File: src/rtl/address_sequencer_pkg.sv
`default_nettype none
// ============================================================================
// Module  : address_sequencer_pkg
// Brief   : Shared encodings for the address sequencer and its decoder.
// Revision: 1.0
// ============================================================================
package address_sequencer_pkg;

    typedef enum logic [2:0] {
        R11 = 3'd0,
        R12 = 3'd1,
        R13 = 3'd2,
        R14 = 3'd3,
        R15 = 3'd4
    } row_widths;

    typedef enum logic [1:0] {
        C9  = 2'd0,
        C10 = 2'd1,
        C11 = 2'd2
    } col_widths;

    localparam logic MAP_RANK_BANK_ROW_COL = 1'b0;
    localparam logic MAP_RANK_ROW_BANK_COL = 1'b1;

    typedef enum logic {
        ST_IDLE  = 1'b0,
        ST_BURST = 1'b1
    } seq_state_t;

    function automatic int unsigned row_bits(input row_widths w);
        int unsigned n;
        case (w)
            R11:     n = 11;
            R12:     n = 12;
            R13:     n = 13;
            R14:     n = 14;
            R15:     n = 15;
            default: n = 11;
        endcase
        return n;
    endfunction

    function automatic int unsigned col_bits(input col_widths w);
        int unsigned n;
        case (w)
            C9:      n = 9;
            C10:     n = 10;
            C11:     n = 11;
            default: n = 9;
        endcase
        return n;
    endfunction

endpackage
`default_nettype wire

File: src/rtl/address_sequencer_addr_decode.sv
`default_nettype none
// ============================================================================
// Module  : addr_decode
// Brief   : Combinational byte address to {rank, bank, row, col} mapping.
// Revision: 1.0
// ============================================================================
module addr_decode
    import address_sequencer_pkg::*;
#(
    parameter int ADDR_WIDTH  = 32,
    parameter int CS_WIDTH    = 2,
    parameter int OFFSET_BITS = 2
) (
    input  logic [ADDR_WIDTH-1:0] i_addr,
    input  row_widths             i_r_width,
    input  col_widths             i_c_width,
    input  logic                  i_map_mode,
    output logic [CS_WIDTH-1:0]   o_rank,
    output logic [2:0]            o_bank,
    output logic [15:0]           o_row,
    output logic [11:0]           o_col
);

    localparam int                    RANK_BITS = $clog2(CS_WIDTH);
    localparam logic [ADDR_WIDTH-1:0] C_ONE     = ADDR_WIDTH'(1);

    logic [ADDR_WIDTH-1:0] w_unit;
    logic [ADDR_WIDTH-1:0] w_upper;
    logic [ADDR_WIDTH-1:0] w_row_raw;
    logic [ADDR_WIDTH-1:0] w_bank_raw;
    logic [ADDR_WIDTH-1:0] w_rank_idx;
    int unsigned           w_wc;
    int unsigned           w_wr;

    always_comb begin
        w_wc    = col_bits(i_c_width);
        w_wr    = row_bits(i_r_width);
        w_unit  = i_addr >> OFFSET_BITS;
        w_upper = w_unit >> w_wc;
        // Field order above the column depends on the interleave mode.
        if (i_map_mode == MAP_RANK_BANK_ROW_COL) begin
            w_row_raw  = w_upper;
            w_bank_raw = w_upper >> w_wr;
        end else begin
            w_bank_raw = w_upper;
            w_row_raw  = w_upper >> 3;
        end
        w_rank_idx = (w_upper >> (w_wr + 3)) & ((C_ONE << RANK_BITS) - C_ONE);
        o_col      = 12'(w_unit & ((C_ONE << w_wc) - C_ONE));
        o_row      = 16'(w_row_raw & ((C_ONE << w_wr) - C_ONE));
        o_bank     = 3'(w_bank_raw);
        o_rank     = CS_WIDTH'(1) << w_rank_idx;
    end

endmodule
`default_nettype wire

File: src/rtl/address_sequencer.sv
`default_nettype none
// ============================================================================
// Module  : address_sequencer
// Brief   : Expands INCR burst requests into one DRAM command per beat.
// Revision: 1.0
// ============================================================================
module address_sequencer
    import address_sequencer_pkg::*;
#(
    parameter int C_NASTI_ADDR_WIDTH = 32,
    parameter int C_NASTI_DATA_WIDTH = 256,
    parameter int C_NASTI_ID_WIDTH   = 4,
    parameter int C_DFI_CS_WIDTH     = 2,
    parameter int C_DFI_DATA_WIDTH   = 64
) (
    input  logic                          clk,
    input  logic                          rst,
    input  row_widths                     r_width,
    input  col_widths                     c_width,
    input  logic                          map_mode,
    input  logic                          req_valid,
    output logic                          req_ready,
    input  logic [C_NASTI_ADDR_WIDTH-1:0] req_addr,
    input  logic [7:0]                    req_len,
    input  logic [C_NASTI_ID_WIDTH-1:0]   req_id,
    output logic                          cmd_valid,
    input  logic                          cmd_ready,
    output logic [C_DFI_CS_WIDTH-1:0]     cmd_rank,
    output logic [2:0]                    cmd_bank,
    output logic [15:0]                   cmd_row,
    output logic [11:0]                   cmd_col,
    output logic [C_NASTI_ID_WIDTH-1:0]   cmd_id,
    output logic                          cmd_last,
    output logic                          cmd_new_row
);

    localparam int AW          = C_NASTI_ADDR_WIDTH;
    localparam int OFFSET_BITS = $clog2(C_DFI_DATA_WIDTH / 16);
    localparam int STEP_BYTES  = C_NASTI_DATA_WIDTH / 8;

    localparam logic [AW-1:0] C_STEP       = AW'(STEP_BYTES);
    localparam logic [AW-1:0] C_ALIGN_MASK = ~AW'(STEP_BYTES - 1);

    seq_state_t              r_state;
    seq_state_t              w_state_next;
    logic [AW-1:0]           r_addr;
    row_widths               r_r_width;
    col_widths               r_c_width;
    logic                    r_map_mode;
    logic [7:0]              r_beat_cnt;

    logic                    w_fire;
    logic                    w_accept;
    logic                    w_row_change;
    logic [AW-1:0]           w_next_addr;
    row_widths               w_dec_r_width;
    col_widths               w_dec_c_width;
    logic                    w_dec_mode;
    logic [C_DFI_CS_WIDTH-1:0] w_dec_rank;
    logic [2:0]              w_dec_bank;
    logic [15:0]             w_dec_row;
    logic [11:0]             w_dec_col;

    always_comb begin
        w_fire    = cmd_valid && cmd_ready;
        req_ready = (r_state == ST_IDLE) || (w_fire && cmd_last);
        w_accept  = req_valid && req_ready;
    end

    // The decoder always sees the address/config of the beat about to be loaded.
    always_comb begin
        if (w_accept) begin
            w_next_addr   = req_addr & C_ALIGN_MASK;
            w_dec_r_width = r_width;
            w_dec_c_width = c_width;
            w_dec_mode    = map_mode;
        end else begin
            w_next_addr   = r_addr + C_STEP;
            w_dec_r_width = r_r_width;
            w_dec_c_width = r_c_width;
            w_dec_mode    = r_map_mode;
        end
    end

    addr_decode #(
        .ADDR_WIDTH  (AW),
        .CS_WIDTH    (C_DFI_CS_WIDTH),
        .OFFSET_BITS (OFFSET_BITS)
    ) u_addr_decode (
        .i_addr     (w_next_addr),
        .i_r_width  (w_dec_r_width),
        .i_c_width  (w_dec_c_width),
        .i_map_mode (w_dec_mode),
        .o_rank     (w_dec_rank),
        .o_bank     (w_dec_bank),
        .o_row      (w_dec_row),
        .o_col      (w_dec_col)
    );

    assign w_row_change = {w_dec_rank, w_dec_bank, w_dec_row} != {cmd_rank, cmd_bank, cmd_row};

    always_comb begin
        w_state_next = r_state;
        case (r_state)
            ST_IDLE:  if (w_accept) w_state_next = ST_BURST;
            ST_BURST: if (w_fire && cmd_last && !w_accept) w_state_next = ST_IDLE;
            default:  w_state_next = ST_IDLE;
        endcase
    end

    always_ff @(posedge clk) begin
        if (rst) r_state <= ST_IDLE;
        else     r_state <= w_state_next;
    end

    always_ff @(posedge clk) begin
        if (rst) begin
            r_addr      <= '0;
            r_r_width   <= R11;
            r_c_width   <= C9;
            r_map_mode  <= 1'b0;
            r_beat_cnt  <= 8'd0;
            cmd_valid   <= 1'b0;
            cmd_last    <= 1'b0;
            cmd_new_row <= 1'b0;
            cmd_rank    <= '0;
            cmd_bank    <= 3'd0;
            cmd_row     <= 16'd0;
            cmd_col     <= 12'd0;
            cmd_id      <= '0;
        end else if (w_accept) begin
            r_addr      <= w_next_addr;
            r_r_width   <= r_width;
            r_c_width   <= c_width;
            r_map_mode  <= map_mode;
            r_beat_cnt  <= req_len;
            cmd_valid   <= 1'b1;
            cmd_last    <= (req_len == 8'd0);
            cmd_new_row <= 1'b0;
            cmd_rank    <= w_dec_rank;
            cmd_bank    <= w_dec_bank;
            cmd_row     <= w_dec_row;
            cmd_col     <= w_dec_col;
            cmd_id      <= req_id;
        end else if (w_fire) begin
            if (cmd_last) begin
                cmd_valid   <= 1'b0;
                cmd_last    <= 1'b0;
                cmd_new_row <= 1'b0;
            end else begin
                r_addr      <= w_next_addr;
                r_beat_cnt  <= r_beat_cnt - 8'd1;
                cmd_last    <= (r_beat_cnt == 8'd1);
                cmd_new_row <= w_row_change;
                cmd_rank    <= w_dec_rank;
                cmd_bank    <= w_dec_bank;
                cmd_row     <= w_dec_row;
                cmd_col     <= w_dec_col;
            end
        end
    end

endmodule
`default_nettype wire

File: config.mk
export PLATFORM = sky130hd
export DESIGN_NAME = address_sequencer
export DESIGN_NICKNAME = d
export VERILOG_FILES = /design/src/rtl/address_sequencer_pkg.sv /design/src/rtl/address_sequencer_addr_decode.sv /design/src/rtl/address_sequencer.sv
export SDC_FILE = /design/constraint.sdc
export NUM_CORES = 1
export LEC_CHECK = 0
export ABC_AREA = 1
export BUFFER_PORTS_ARGS = -buffer_cell sky130_fd_sc_hd__buf_4
export CAP_MARGIN = 10
export CORE_MARGIN = 1.5
export CORE_UTILIZATION = 52
export CTS_CLUSTER_DIAMETER = 60
export CTS_CLUSTER_SIZE = 12
export DETAILED_ROUTE_END_ITERATION = 10
export PLACE_DENSITY = 0.78
export SLEW_MARGIN = 30
export SYNTH_ARGS = -nofsm -noshare
export SYNTH_HDL_FRONTEND = slang
export SYNTH_SLANG_ARGS = --single-unit
File: constraint.sdc
create_clock -name clk -period 3.2 [get_ports clk]
set_clock_uncertainty 0.1 [all_clocks]
set_input_delay 0.32 -clock clk [delete_from_list [all_inputs] [get_ports clk]]
set_output_delay 0.32 -clock clk [all_outputs]
set_load 0.01 [all_outputs]
==> run metrics <==
slew margin rel. 65.7%; GRT Residual Overflow 0; Pint ~2.0 mW; Setup Viol. Count Final 0; Placeable Area 0.0104 sq mm; Mapped Nets 999; delay-heaviest family, CP simple AND/OR/NAND/NOR gates; vias in the first global route 5,818; chip height between 100 and 150 um; largest net degree at the start of global routing 60; clk_lat worst skew 0.37 ns; slowest cell on the critical path dfxtp_1; residual DRC count 0; layout cells sized above 1 20.5%; Die Span X 107 um; FP Rows 37; FFs w/ async S/R, synth 0%; PortBufs 89; drt via density 5.56; synth top area cells dfxtp_1 27%, nand2_1 18%, nand3_1 15%; Synth top area share 27.3%; CP Launch Type register; most frequent cells in the layout 269 x nand2_1, 162 x nand3_1, 119 x buf_4, 95 x inv_1, 74 x dfxtp_1; Crit Path Class register to register; mapped cell area 0.00566 sq mm; Layout area overhead 22.2%; wire length per cell 14.2 um; Mapped Avg Cell Area 6.02 sq um; cell taking the most area after synthesis dfxtp_1; Total GRT Usage 29.8%; Crit. End Element register; register area share after synthesis 27.3%; htree depth 3; num ports 95; Max VDD drop 0.464 mV; commonest non-fill, non-tap cell in the layout nand2_1; Final ANT Viol Nets 0; CTS tree done; final worst-path cycle share between 90 and 100%; sw frac roughly two fifths; TNS Setup 0 ns; Worst path most repeated cell nand3_1; Synth Warn # 0; first-pass GRT wire length 27,100 um; Inserted Diodes 0; Slew Viols, Final 0; Routed WL around 17,000 um; power per standard cell area 480 mW/mm^2; status finished clean; clock power share 22.8%; hold_buf cts 0; Critical Path AT between 3 and 4 ns; Final Wtd Congestion 0.931; fin util roughly 66%; Flop pwr share 34.3%; Initial Utilization 54.3%; worst slew pin tran 0.514 ns; initial antenna violation count 0; clock-pin slew of the registers on the worst-case setup and hold paths 0.08 ns; Vias 6,498; clk root buf clkbuf_8; # fillers 998; WP buf/inv 4; P_leak 3.35 nW; Synth cell types 41; endpoints failing hold 0; Die ar. 0.0115 sq mm; buffer depth of the longest clock path 2; P_sw about 1.3 mW; CP Max Fanout 23; ys flop type dfxtp_1; required time worst endpoint 3.36 ns; Post-synth EDFFs 0; critical path's largest stage delay ~0.35 ns; Gate Count Post-Synth 939; combinational share of power 42.9%; #FFs+latches synth 77; layout net count 1,087; min cycle time layout 2.98 ns; Hold Crit Class primary input to register; crit-path cells nand3_2 > nand2_2 > nand2_2 > inv_2 > or2_2 > o21ai_4 > inv_2 > ha_4 > inv_2 > buf_12 > nand3_1 > nand3_1 > nand3_1 > nand4_1 > nand2_1 > nand2_1 > nand2_1 > nand3_1 > o21bai_1 > a21oi_1; Pre-antenna DRT Iters 5; DRT iter0 DRCs approximately 500; fmax 335 MHz; CTS buffer count 9; half-perimeter wire length after placement 12,200 um; MaxCap Viol Count 0; TritonCTS Sinks 77
==> repair_timing <==
action	4_1_cts	5_1_grt
resized for setup	0	32
setup endpoints to repair	0	1
buffers inserted	0	1
==> registers in the layout (all words and copies together), names as in the netlist <==
register and flops:
r_addr 22, cmd_row 16, cmd_col 12, r_beat_cnt 8
cmd_id 4, cmd_bank 3, r_r_width 3, cmd_rank 2
r_c_width 2, cmd_last 1, cmd_new_row 1, cmd_valid 1
r_map_mode 1, r_state 1
==> kinds of logic (layout without fill, tap and decap cells) <==
kind of cell               count (synthesis)  after routing  synth area share, %
xor gates and xnor gates                   9              9                 1.39
DFF                                       77             77                 27.3
buffers and inverters                    155            248                 11.4
adders and majority gates                  6              6                 1.33
muxes                                      1              1                0.177
AOI/OAI and AO/OA                        115            115                 12.4
and+or+nand+nor                          576            576                 46.0
==> path summary, 6_finish.rpt <==
kind,from,endpoint,slack (ns),cells after the start
max,cmd_valid$_SDFFE_PP0P_,cmd_new_row$_SDFFE_PP0N_,0.22,20
min,req_id[3],cmd_id[3]$_SDFFE_PP0P_,0.1,3
max reg2reg,cmd_valid$_SDFFE_PP0P_,cmd_new_row$_SDFFE_PP0N_,0.22,20
min reg2reg,cmd_col[0]$_SDFFE_PP0P_,cmd_col[0]$_SDFFE_PP0P_,0.33,2
==> through the flow <==
step           worst slack, ns  std cells  hold WS [ns]  power, mW  instance area, sq um
2_1_floorplan           0.0102        939         0.309       2.06                  5660
3_3_place_gp            0.0602       1149         0.318       2.44                  6540
3_5_place_dp            0.0106       1149         0.321       2.47                  6540
4_1_cts                 0.0760       1165        0.0846       3.22                  6730
5_1_grt                -0.0503       1168        0.0945       3.55                  6910
6_report                 0.216       1168        0.0969       3.32                  6910
==> worst min-delay path, delay by kind of cell <==
kind / cells / cell delay [ns]
AO/OA/AOI/OAI: 1 / 0.07
AND/OR/NAND/NOR: 1 / 0.07
buffers and inverters: 1 / 0.07
==> power groups by stage <==
stage               Clock, mW  Sequential [mW]  Combinational (mW)
floorplan                   0             1.16               0.900
global placement            0             1.16                1.29
detailed placement          0             1.16                1.31
CTS                     0.769             1.13                1.32
global route            0.805             1.15                1.59
finish                  0.756             1.14                1.42
==> area by class of cell <==
cell class / instances / area [sq um] / share of cell area, %
Tap cell: 136 / 170 / 2.46
Sequential cell: 77 / 1550 / 22.4
Clock buffer: 11 / 131 / 1.90
Multi-Input combinational cell: 707 / 3580 / 51.8
Inverter: 106 / 400 / 5.79
Clock inverter: 5 / 60.1 / 0.869
Timing Repair Buffer: 126 / 1030 / 14.8
==> cells in the mapped netlist, types with 6 or more instances <==
cell type	count
inv_2	7
buf_2	13
nand2_2	8
or2_1	7
buf_4	8
a21oi_1	38
nand3_2	6
nor3_1	6
ha_1	6
o21ai_0	25
o211ai_1	22
dfxtp_1	77
a211oi_1	8
nor2_1	64
nor2_2	7
inv_1	98
nand3_1	170
clkbuf_1	22
nand2_1	269
or2_2	12
nand4_1	15
o21bai_1	6
==> per-layer routing <==
| layer | part of all wire (%) | wire length (um) | vias up | GRT usage [%] |
|---|---|---|---|---|
| li1 | - | - | 3241 | - |
| met1 | 44 | 7290 | 2967 | 37.9 |
| met2 | 46 | 7680 | 246 | 47.7 |
| met3 | 6.3 | 1040 | 44 | 6.66 |
| met4 | 3.7 | 614 | 0 | 13.9 |
| met5 | 0 | 0 | - | 0 |
Power figures use the tool's default switching activity.
